$ cat src/rtl/mult_seq_ctrl.sv
// Iterative shift-add unsigned multiplier controller: one multiplier bit per
// enabled step, product published only when an operation completes.
module mult_seq_ctrl #(
  parameter int WIDTH      = 32,
  parameter bit EARLY_EXIT = 1'b0
) (
  input  logic               clk,
  input  logic               rst,
  input  logic               start,
  input  logic               abort,
  input  logic               step_en,
  input  logic [WIDTH-1:0]   A,
  input  logic [WIDTH-1:0]   B,
  output logic               ready,
  output logic               busy,
  output logic               done,
  output logic [2*WIDTH-1:0] product,
  output logic [WIDTH-1:0]   product_MSB,
  output logic [WIDTH-1:0]   product_LSB,
  output logic [5:0]         step_count
);

  typedef enum logic [1:0] {
    IDLE = 2'd0,
    LOAD = 2'd1,
    RUN  = 2'd2,
    DONE = 2'd3
  } state_t;

  localparam logic [5:0] LAST_STEP = 6'(WIDTH);

  state_t             state;
  logic [2*WIDTH-1:0] mcand;
  logic [WIDTH-1:0]   mplier;
  logic [2*WIDTH-1:0] acc;

  logic [2*WIDTH-1:0] acc_next;
  logic [5:0]         step_next;
  logic               run_exit;

  // NOTE: every signal written in always_comb gets a default first so no latch is inferred.
  always_comb begin
    acc_next  = acc;
    step_next = step_count + 6'd1;
    run_exit  = 1'b0;
    if (mplier[0]) acc_next = acc + mcand;
    if (step_next == LAST_STEP) run_exit = 1'b1;
    if (EARLY_EXIT && ((mplier >> 1) == '0)) run_exit = 1'b1;
  end

  // NOTE: sequential state uses non-blocking assignments so all registers update together at the edge.
  always_ff @(posedge clk or negedge rst) begin
    if (!rst) begin
      state      <= IDLE;
      ready      <= 1'b1;
      busy       <= 1'b0;
      done       <= 1'b0;
      product    <= '0;
      step_count <= '0;
      mcand      <= '0;
      mplier     <= '0;
      acc        <= '0;
    end else begin
      done <= 1'b0;
      if (abort) begin
        // Cancel wins over start and over a coincident RUN exit; product untouched.
        state      <= IDLE;
        ready      <= 1'b1;
        busy       <= 1'b0;
        step_count <= '0;
      end else begin
        unique case (state)
          IDLE, DONE: begin
            if (start) begin
              mcand  <= {{WIDTH{1'b0}}, A};
              mplier <= B;
              state  <= LOAD;
              ready  <= 1'b0;
              busy   <= 1'b1;
            end else begin
              state <= IDLE;
              ready <= 1'b1;
              busy  <= 1'b0;
            end
          end
          LOAD: begin
            acc        <= '0;
            step_count <= '0;
            state      <= RUN;
          end
          RUN: begin
            if (step_en) begin
              acc        <= acc_next;
              mcand      <= mcand << 1;
              mplier     <= mplier >> 1;
              step_count <= step_next;
              if (run_exit) begin
                product <= acc_next;
                state   <= DONE;
                ready   <= 1'b1;
                busy    <= 1'b0;
                done    <= 1'b1;
              end
            end
          end
          default: state <= IDLE;
        endcase
      end
    end
  end

  assign product_MSB = product[2*WIDTH-1:WIDTH];
  assign product_LSB = product[WIDTH-1:0];

endmodule

$ cat config.mk
export PLATFORM = sky130hd
export DESIGN_NAME = mult_seq_ctrl
export DESIGN_NICKNAME = d
export VERILOG_FILES = /design/src/rtl/mult_seq_ctrl.sv
export SDC_FILE = /design/constraint.sdc
export NUM_CORES = 1
export LEC_CHECK = 0
export ABC_CLOCK_PERIOD_IN_PS = 3800
export CAP_MARGIN = 5
export CORE_MARGIN = 2
export CORE_UTILIZATION = 55
export DETAILED_ROUTE_END_ITERATION = 8
export PLACE_DENSITY = 0.89
export SYNTH_ARGS = -nofsm -noshare
export SYNTH_HDL_FRONTEND = slang
export SYNTH_SLANG_ARGS = --single-unit
$ cat constraint.sdc
create_clock -name clk -period 3.8 [get_ports clk]
set_input_delay 0.57 -clock clk [delete_from_list [all_inputs] [get_ports clk]]
set_output_delay 0.57 -clock clk [all_outputs]
set_load 0.01 [all_outputs]
==> flow_metrics.tcl <==
set metrics [dict create \
    cpMaxStageDelayCell "or3_1" \
    rsz0062_at_grt "false" \
    ys_async_sr_fraction_pct 100 \
    seqPwrFrac_pct 35.6 \
    wl_per_cell_um 19.7 \
    power_density_nw_per_um2 562 \
    ios 206 \
    synth_area_um2 14200 \
    vias 12100 \
    path_class "reg -> reg" \
    drt_iter0_markers 1133 \
    clk_latency_ns 0.53 \
    drt_pass1_iterations 5 \
    cts_buffers 25 \
    grt_use_total_pct 28.6 \
    cp_cell_sequence "ha_1 > nand4_1 > or3_1 > nor2_2 > o2111ai_2 > a311oi_2 > buf_4 > o21ai_1 > nand2b_1 > a41oi_1 > xnor2_1 > o21ai_0" \
    ys_warn_count 0 \
    synth_ff_type "dfrtp_1" \
    first_global_vias 11900 \
    grt_pass1_wl_um 61900 \
    place_inst 1908 \
    synth_cell_types 69 \
    gr-total-overflow 0 \
    layout_common_cells "233 x dfrtp_1, 204 x clkdlybuf4s50_1, 190 x nand2_1" \
    synth_seq_cells 235 \
    initial_core_util_pct 56.3 \
    power.leakage_uw 0.00788 \
    nNetsFinal 1742 \
    vias_per_cell 6.20 \
    slew_headroom_pct 34.0 \
    portBuffers 205 \
    period_needed_ns 3.68 \
    internal_power_uw 5830 \
    area_growth_pct 19.0 \
    cp-start-kind "register" \
    cts-root-buf "clkbuf_16" \
    grt_max_degree 83 \
    crit_family "simple AND/OR/NAND/NOR gates" \
    n_antenna_cell 0 \
    hpwl_um 27000 \
    ir_drop_v 0.000406 \
    max_stage_delay_ns 0.46 \
    crit_path_end_kind "register" \
    arrival_ns 4.04 \
    fp.dieArea_um2 27100 \
    syn_area_per_cell_um2 9.41 \
    critPathRequiredTime_ns 4.16 \
    layout_commonest_cell "dfrtp_1" \
    hp-class "in -> async" \
    rows 58 \
    ctsHoldBuffers 0 \
    final_antenna_net_count 0 \
    drc 0 \
    cp_max_fo 7 \
    synth_fp_nets 1647 \
    crit_cells 12 \
    dieWidth_um 165 \
    core_um2 25300 \
    swShare_pct 38.7 \
    skew_ns 0.0162 \
    timing.fmax_mhz 272 \
    clock_sinks 235 \
    final_cells 1953 \
    status "completed" \
    finalCritPeriodShare_pct 96.9 \
    cts_tree "built" \
    drv_cap 0 \
    pwr-share-clk_pct 25.6 \
    routed_wl_um 38600 \
    routabilityCongestion 0.967 \
    final_hold_viol_count 0 \
    synth-seq-area-share_pct 41.4 \
    clk_pin_slew_worst_paths_ns 0.07 \
    htree_levels 1 \
    slew_violations 0 \
    totalNegativeSetupSlack_ns 0 \
    synth_cells 1510 \
    synth_edf_count 0 \
    clockBufferDepth 3 \
    worst_r2r_path_depth 12 \
    path_buf_inv 1 \
    p_sw_uw 3680 \
    drive_gt1_share_pct 6.96 \
    antenna_found_initial 0 \
    combPwrFrac_pct 38.8 \
    finalSetupViolCount 0 \
    die_y_um 165 \
    worstMarginPinSlew_ns 0.990 \
]
cells in the mapped netlist, types with 8 or more instances:
master	count	share of area, %
xor2_1	24	1.5
nor2_1	54	1.4
buf_2	8	0.28
nor3_1	15	0.53
o21bai_1	13	0.69
inv_1	25	0.66
clkbuf_1	73	1.9
and3_1	20	0.88
mux2i_1	103	7.3
buf_4	64	3.4
a21o_1	55	2.9
ha_1	67	5.9
a31oi_1	15	0.66
nand2_1	190	5.0
buf_1	11	0.29
a22o_1	72	4.4
o21ai_0	160	5.6
xnor2_1	38	2.3
nand4_1	24	1.1
o21a_1	10	0.53
dfrtp_1	234	41
nand3_1	22	0.77
a21oi_1	92	3.2
logic make-up (layout without fill, tap and decap cells):
kind of cell / Yosys count / count (layout) / synth area share [%]
flops: 235 / 235 / 41.4
buf+inv: 182 / 295 / 6.58
mux: 103 / 103 / 7.25
simple gates: 375 / 375 / 12.1
fa+ha+maj: 68 / 68 / 6.04
xor+xnor: 62 / 62 / 3.82
compound gates: 485 / 485 / 22.8
flip-flops by register name, summed over array words and instances (netlist names):
| name | cells |
|---|---|
| acc | 64 |
| mcand | 64 |
| product | 64 |
| mplier | 32 |
| step_count | 6 |
| state | 2 |
| busy | 1 |
| done | 1 |
| ready | 1 |
worst paths after layout:
kind	start	to	slack, ns
worst min-delay path	rst	product[26]$_DFFE_PN0P_	0.03
worst min register to register	mplier[2]$_DFFE_PN0P_	mplier[2]$_DFFE_PN0P_	0.48
max in group asynchronous	rst	product[59]$_DFFE_PN0P_	2.74
worst max-delay path	mcand[18]$_DFFE_PN0P_	acc[60]$_DFFE_PN0P_	0.12
min in group clk	mplier[2]$_DFFE_PN0P_	mplier[2]$_DFFE_PN0P_	0.48
worst max register to register	mcand[18]$_DFFE_PN0P_	acc[60]$_DFFE_PN0P_	0.12
power groups by stage:
stage	clock network, uW	logic (uW)	registers (uW)
2_1_floorplan	0	2740	3300
3_3_place_gp	0	3500	3370
3_5_place_dp	0	3630	3420
4_1_cts	2460	3650	3380
5_1_grt	2560	4090	3450
6_report	2430	3690	3390
stage by stage:
| stage | area [um2] | total power (uW) | hold WS (ns) | util (%) | worst slack [ns] |
|---|---|---|---|---|---|
| 2_1_floorplan | 14200 | 6040 | 0.274 | - | 0.942 |
| 3_3_place_gp | 16100 | 6880 | 0.461 | 63.6 | 0.0972 |
| 3_5_place_dp | 16100 | 7040 | 0.470 | 63.6 | 0.0509 |
| 4_1_cts | 16900 | 9490 | 0.0544 | 66.9 | 0.0776 |
| 5_1_grt | 16900 | 10100 | 0.0736 | 67.0 | 0.0172 |
| 6_report | 16900 | 9510 | 0.0321 | 67.0 | 0.118 |
cell type report:
| cell class | instances | area [um2] |
|---|---|---|
| clock inverters | 16 | 135 |
| multi-input cells | 1093 | 7450 |
| repair buffers | 225 | 2260 |
| fillers | 1953 | 8340 |
| clock buffers | 29 | 681 |
| inverters | 25 | 93.8 |
| flip-flops and latches | 235 | 5880 |
| well taps | 330 | 413 |
per-layer routing:
metal / GRT usage [%] / vias up / wire length [um]
met2: 45.2 / 529 / 17500
met4: 9.57 / 0 / 1180
met1: 39.1 / 5898 / 16500
met5: 0 / - / 0
li1: - / 5589 / -
met3: 6.28 / 84 / 3370
repair_timing:
item / CTS / global route
endpoints found under the setup margin: 1 / 4
buffers inserted: 0 / 0
pin swaps: 0 / 3
resized for setup: 1 / 7
No activity file was read; power rests on OpenSTA's default activity.
